## config.mk

```make
export PLATFORM = sky130hd
export DESIGN_NAME = mul_iterative_param_flat
export DESIGN_NICKNAME = d
export VERILOG_FILES = /design/src/rtl/mul_iterative_param_if.sv /design/src/rtl/mul_iterative_param.sv /design/src/flat_wrapper.sv
export SDC_FILE = /design/constraint.sdc
export NUM_CORES = 1
export LEC_CHECK = 0
export ABC_AREA = 0
export CAP_MARGIN = 20
export CORE_MARGIN = 2
export CORE_UTILIZATION = 50
export DETAILED_ROUTE_END_ITERATION = 8
export PLACE_DENSITY = 0.66
export SYNTH_ARGS = -nofsm -noshare
export SYNTH_HDL_FRONTEND = slang
export SYNTH_SLANG_ARGS = --single-unit
```

## constraint.sdc

```tcl
create_clock -name clk -period 8.2 [get_ports clk]
set_clock_uncertainty 0.05 [all_clocks]
set_input_delay 1.64 -clock clk [delete_from_list [all_inputs] [get_ports clk]]
set_output_delay 1.64 -clock clk [all_outputs]
set_load 0.005 [all_outputs]
```

## src/rtl/mul_iterative_param_if.sv

```systemverilog
// Request/response bundle for the iterative multiplier: issue side (master)
// drives the operation, the multiplier (slave) returns status and result.
interface mul_iterative_param_if #(
  parameter int XLEN = 32
);
  logic            start_i;
  logic [1:0]      op_i;
  logic [XLEN-1:0] a_i;
  logic [XLEN-1:0] b_i;
  logic            flush_i;
  logic            ready_o;
  logic            busy_o;
  logic            done_o;
  logic [XLEN-1:0] result_o;

  modport master (
    output start_i, op_i, a_i, b_i, flush_i,
    input  ready_o, busy_o, done_o, result_o
  );

  modport slave (
    input  start_i, op_i, a_i, b_i, flush_i,
    output ready_o, busy_o, done_o, result_o
  );
endinterface

```

## src/rtl/mul_iterative_param.sv

```systemverilog
// Iterative shift-add multiplier for MUL/MULH/MULHSU/MULHU, retiring BPC
// multiplier bits per cycle on sign-magnitude operands.
module mul_iterative_param #(
  parameter int XLEN = 32,
  parameter int BPC  = 1
) (
  input logic                 clk,
  input logic                 rst,
  mul_iterative_param_if.slave bus
);
  localparam int N  = XLEN / BPC;
  localparam int CW = $clog2(N + 1);

  localparam logic [1:0] OP_MUL    = 2'b00;
  localparam logic [1:0] OP_MULH   = 2'b01;
  localparam logic [1:0] OP_MULHSU = 2'b10;

  typedef enum logic [1:0] {
    IDLE = 2'd0,
    CALC = 2'd1,
    DONE = 2'd2
  } state_e;

  state_e            state_q, state_d;
  logic [1:0]        op_q, op_d;
  logic [XLEN-1:0]   a_q, a_d;
  logic [XLEN-1:0]   b_q, b_d;
  logic              neg_q, neg_d;
  logic [2*XLEN-1:0] acc_q, acc_d;
  logic [CW-1:0]     cnt_q, cnt_d;
  logic [XLEN-1:0]   fin_q, fin_d;
  logic [XLEN-1:0]   result_q, result_d;
  logic              done_q, done_d;
  logic              ready_q, ready_d;
  logic              busy_q, busy_d;

  logic              na_s, nb_s;
  logic [2*XLEN-1:0] pp_s, acc_step_s, prod_s;
  logic [31:0]       shamt_s;
  logic              done_s;

  // Next-state, datapath step and output-register inputs
  always_comb begin
    state_d  = state_q;
    op_d     = op_q;
    a_d      = a_q;
    b_d      = b_q;
    neg_d    = neg_q;
    acc_d    = acc_q;
    cnt_d    = cnt_q;
    fin_d    = fin_q;
    result_d = result_q;
    done_d   = 1'b0;

    na_s = ((bus.op_i == OP_MULH) || (bus.op_i == OP_MULHSU)) && bus.a_i[XLEN-1];
    nb_s = (bus.op_i == OP_MULH) && bus.b_i[XLEN-1];

    pp_s       = {{XLEN{1'b0}}, a_q} * {{(2*XLEN-BPC){1'b0}}, b_q[BPC-1:0]};
    shamt_s    = 32'(cnt_q) * 32'(BPC);
    acc_step_s = acc_q + (pp_s << shamt_s);
    // Sign is applied once, on the final magnitude product.
    prod_s     = neg_q ? ({(2*XLEN){1'b0}} - acc_step_s) : acc_step_s;

    case (state_q)
      IDLE: begin
        if (bus.start_i && !bus.flush_i) begin
          op_d    = bus.op_i;
          a_d     = na_s ? ({XLEN{1'b0}} - bus.a_i) : bus.a_i;
          b_d     = nb_s ? ({XLEN{1'b0}} - bus.b_i) : bus.b_i;
          neg_d   = na_s ^ nb_s;
          acc_d   = {(2*XLEN){1'b0}};
          cnt_d   = {CW{1'b0}};
          state_d = CALC;
        end else begin
          state_d = IDLE;
        end
      end
      CALC: begin
        if (bus.flush_i) begin
          state_d = IDLE;
        end else begin
          acc_d = acc_step_s;
          b_d   = b_q >> BPC;
          cnt_d = cnt_q + {{(CW-1){1'b0}}, 1'b1};
          if (cnt_q == CW'(N - 1)) begin
            fin_d   = (op_q == OP_MUL) ? prod_s[XLEN-1:0] : prod_s[2*XLEN-1:XLEN];
            done_d  = 1'b1;
            state_d = DONE;
          end else begin
            state_d = CALC;
          end
        end
      end
      DONE: begin
        state_d = IDLE;
        if (!bus.flush_i) begin
          result_d = fin_q;
        end else begin
          result_d = result_q;
        end
      end
      default: begin
        state_d = IDLE;
      end
    endcase

    ready_d = (state_d == IDLE);
    busy_d  = (state_d != IDLE);
  end

  // State and datapath registers
  always_ff @(posedge clk or posedge rst) begin
    if (rst) begin
      state_q  <= IDLE;
      op_q     <= 2'b00;
      a_q      <= {XLEN{1'b0}};
      b_q      <= {XLEN{1'b0}};
      neg_q    <= 1'b0;
      acc_q    <= {(2*XLEN){1'b0}};
      cnt_q    <= {CW{1'b0}};
      fin_q    <= {XLEN{1'b0}};
      result_q <= {XLEN{1'b0}};
      done_q   <= 1'b0;
      ready_q  <= 1'b1;
      busy_q   <= 1'b0;
    end else begin
      state_q  <= state_d;
      op_q     <= op_d;
      a_q      <= a_d;
      b_q      <= b_d;
      neg_q    <= neg_d;
      acc_q    <= acc_d;
      cnt_q    <= cnt_d;
      fin_q    <= fin_d;
      result_q <= result_d;
      done_q   <= done_d;
      ready_q  <= ready_d;
      busy_q   <= busy_d;
    end
  end

  // A flush in the DONE cycle must hide both the pulse and the new value.
  assign done_s       = done_q & ~bus.flush_i;
  assign bus.done_o   = done_s;
  assign bus.result_o = done_s ? fin_q : result_q;
  assign bus.ready_o  = ready_q;
  assign bus.busy_o   = busy_q;

endmodule

```

## src/flat_wrapper.sv

```systemverilog
// flat-port wrapper written by rule: the top's interface ports become plain ports
module mul_iterative_param_flat 
#(
  parameter int XLEN = 32,
  parameter int BPC  = 1
)
  (clk, rst, bus_start_i, bus_op_i, bus_a_i, bus_b_i, bus_flush_i, bus_ready_o, bus_busy_o, bus_done_o, bus_result_o);
  mul_iterative_param_if #(.XLEN(XLEN)) bus_i ();
  input logic clk;
  input logic rst;
  input wire logic [$bits(bus_i.start_i)-1:0] bus_start_i;
  input wire logic [$bits(bus_i.op_i)-1:0] bus_op_i;
  input wire logic [$bits(bus_i.a_i)-1:0] bus_a_i;
  input wire logic [$bits(bus_i.b_i)-1:0] bus_b_i;
  input wire logic [$bits(bus_i.flush_i)-1:0] bus_flush_i;
  output wire logic [$bits(bus_i.ready_o)-1:0] bus_ready_o;
  output wire logic [$bits(bus_i.busy_o)-1:0] bus_busy_o;
  output wire logic [$bits(bus_i.done_o)-1:0] bus_done_o;
  output wire logic [$bits(bus_i.result_o)-1:0] bus_result_o;
  assign bus_i.start_i = bus_start_i;
  assign bus_i.op_i = bus_op_i;
  assign bus_i.a_i = bus_a_i;
  assign bus_i.b_i = bus_b_i;
  assign bus_i.flush_i = bus_flush_i;
  assign bus_ready_o = bus_i.ready_o;
  assign bus_busy_o = bus_i.busy_o;
  assign bus_done_o = bus_i.done_o;
  assign bus_result_o = bus_i.result_o;
  mul_iterative_param #(.XLEN(XLEN), .BPC(BPC)) u_core (.clk(clk), .rst(rst), .bus(bus_i));
endmodule
```

==> impl_metrics.tcl <==
set metrics [dict create \
    status "finished, final reports clean" \
    overflow 0 \
    drc 0 \
    max-slew-margin-rel 0.255 \
    die_area_um2 37900 \
    syn-cell-area_um2 18200 \
    cts_hold_buffers 0 \
    antenna_left 0 \
    worst_pin_slew_ps 1110 \
    leakage_nw 8.56 \
    power_frac_seq 0.273 \
    min_path_type "reg -> reg" \
    grt_use_total 0.355 \
    synth_edf_count 0 \
    slew_viol_final 0 \
    r2r_slack_ps 490 \
    layout.cells.non_filler 2783 \
    portBuffers 104 \
    arrival_ps 8090 \
    hold_viol 0 \
    fill_cells 3320 \
    synth_cells 2265 \
    antenna_found_initial 1 \
    slowest_delay_ps 820 \
    synth_area_leaders "dfrtp_1, o21ai_0, nand2_1" \
    rsz0062_at_grt "false" \
    post-cts-setup-buffer-count 0 \
    fp.coreArea_um2 35700 \
    dp_hpwl_um 53000 \
    yosysWarningCount 0 \
    crit_type "reg -> reg" \
    syn_nets 2404 \
    yosysTopAreaCell "dfrtp_1" \
    row_count 69 \
    rr_startpoint "u_core.cnt_q[0]" \
    drt_iter0_markers 1813 \
    layout_common_cells "nand2_1, o21ai_0, nor2_1" \
    final_common_cell "nand2_1" \
    dr.pass1.iters 6 \
    cts_root_buf "clkbuf_16" \
    grt_max_degree 144 \
    cap_violations 0 \
    cpMaxStageDelayCell "dfrtp_4" \
    crit_chain "mux2_2 > o21ai_0 > nor2_1 > o21ai_1 > nand2_1 > o21ai_0 > nor2_1 > nor2_1 > nor2_1 > ha_1 > nand4_1 > nor2_1 > a21boi_0 > o31ai_1 > xnor2_1 > a211oi_1 > nand2_1 > nor4_2 > a311o_1 > a21oi_1 > o22a_1" \
    viasPerCell 6.63 \
    seq_area_frac_synth 0.284 \
    period_minus_slack_ps 7710 \
    diodes 0 \
    finalWirelength_um 67900 \
    cts_buffers 25 \
    total_power_mw 4.89 \
    grt_pass1_wl_um 104000 \
    power.share.clock 0.235 \
    tritoncts "yes" \
    wl_per_cell_um 24.4 \
    critPathLaunchType "register" \
    dieWidth_um 195 \
    grt_pass1_vias 17405 \
    synth_cell_types 99 \
    synth_area_per_cell_um2 8.03 \
    boundaryPins 105 \
    cts_sinks 206 \
    fp.dieH_um 195 \
    async_flop_share 1.00 \
    cts_resized 0 \
    dp_cells 2739 \
    cpMostUsedCell "nor2_1" \
    vdd_drop_max_uv 123 \
    synth_top_area_frac 0.282 \
    synth-main-ff-cell "dfrtp_1" \
    layout-drive-gt1-share 0.106 \
    finalCritPeriodShare 0.940 \
    timing.setup.tns_ps 0 \
    gp_congestion 1.05 \
    power_density_nw_per_um2 238 \
    h-tree-depth 1 \
    cts.path.max_buffers 3 \
    critPathCaptureType "register" \
    start_util 0.510 \
    r2r-end "u_core.fin_q[30]" \
    fin_nets 2446 \
    areaGrowthSynthToFinish_pct 12.8 \
    required_ps 8590 \
    crit_path_max_fanout 43 \
    ys_ff_latch 206 \
    p_int_mw 2.68 \
    fin_hold_ws_ps 441 \
    ff2ff_path_depth 21 \
    switchingPower_mw 2.21 \
    fmax_mhz 130 \
    clk_latency_ps 550 \
    swShare 0.451 \
    vias 18457 \
    combPwrFrac 0.492 \
    hold_start "u_core.b_q[27]" \
    whs_path_depth 2 \
    clkTransAtPathRegs_ps 70 \
    finalSetupViolations 0 \
    worstHoldEndpoint "u_core.b_q[27]" \
]
## per-layer routing
layer / up-vias / track usage / share of wire
met2: 845 / 0.565 / 0.45
met3: 165 / 0.0491 / 0.072
li1: 8494 / - / -
met4: 2 / 0.172 / 0.057
met1: 8951 / 0.476 / 0.42
met5: - / 0 / 0.00016
## final cells by class
| type | count | area (um2) | share of cell area |
|---|---|---|---|
| Sequential cell | 206 | 5160 | 0.252 |
| Inverter | 36 | 143 | 0.00695 |
| Clock buffer | 29 | 651 | 0.0317 |
| Timing Repair Buffer | 151 | 1410 | 0.0688 |
| Multi-Input combinational cell | 1887 | 12400 | 0.604 |
| Tap cell | 461 | 577 | 0.0281 |
| Clock inverter | 13 | 178 | 0.00866 |
## critical path: cells and delay by family, from the launching register on
family | cells | cell delay, ps
compound gates | 9 | 3100
mux | 1 | 410
xor+xnor | 1 | 320
flops | 1 | 820
simple gates | 9 | 2350
fa+ha+maj | 1 | 500
## per-stage QoR
step | util | setup slack, ps | area, um2
6_report | 0.576 | 492 | 20500
5_1_grt | 0.576 | 172 | 20500
4_1_cts | 0.574 | 183 | 20500
3_5_place_dp | 0.551 | 201 | 19700
3_3_place_gp | 0.551 | 196 | 19700
2_1_floorplan | - | 888 | 18200
## Yosys cell counts, drive strengths merged, types with 28 or more instances
cell type	count
dfrtp	205
a22o	51
mux2	79
nor2	226
inv	35
nor4	33
a21o	28
buf	28
mux2i	45
nand3	60
nor3	53
nand2	264
o21ai	243
nand4	35
ha	68
o22ai	28
clkbuf	108
a22oi	38
xnor2	73
a21oi	157
xor2	55
## worst max-delay path by stage
| stage | slack [ps] | endpoint | cells past startpoint | from |
|---|---|---|---|---|
| after floorplan | 890 | u_core.a_q[0] | 1 | rst |
| after global placement | 200 | u_core.fin_q[30] | 22 | u_core.cnt_q[0] |
| after detailed placement | 200 | u_core.fin_q[30] | 21 | u_core.cnt_q[0] |
| after CTS | 180 | u_core.fin_q[30] | 22 | u_core.cnt_q[0] |
| after global routing | 170 | u_core.fin_q[30] | 20 | u_core.cnt_q[0] |
| final | 490 | u_core.fin_q[30] | 21 | u_core.cnt_q[0] |
## power by group through the flow
stage | clock [mW] | combinational [mW] | sequential, mW
after CTS | 1.16 | 2.34 | 1.33
final | 1.15 | 2.41 | 1.33
after global placement | 0 | 2.31 | 1.34
after detailed placement | 0 | 2.34 | 1.34
after floorplan | 0 | 1.63 | 1.25
after global routing | 1.20 | 2.59 | 1.36
## cell families after synthesis
family                     count (synthesis)  synth area share
muxes                                    139            0.0923
buffers and inverters                    172            0.0371
AOI/OAI and AO/OA                        733             0.262
DFF                                      206             0.284
and+or+nand+nor                          818             0.215
adders and majority gates                 69            0.0479
xor gates and xnor gates                 128            0.0616
## sequential cells by signal, indices dropped and copies added (netlist names), 2 cells and up
register and count:
u_core.fin_q 32, u_core.state_q 2, u_core.acc_q 64, u_core.op_q 2
u_core.result_q 32, u_core.b_q 32, u_core.cnt_q 6, u_core.a_q 32
Power figures use the tool's default switching activity.
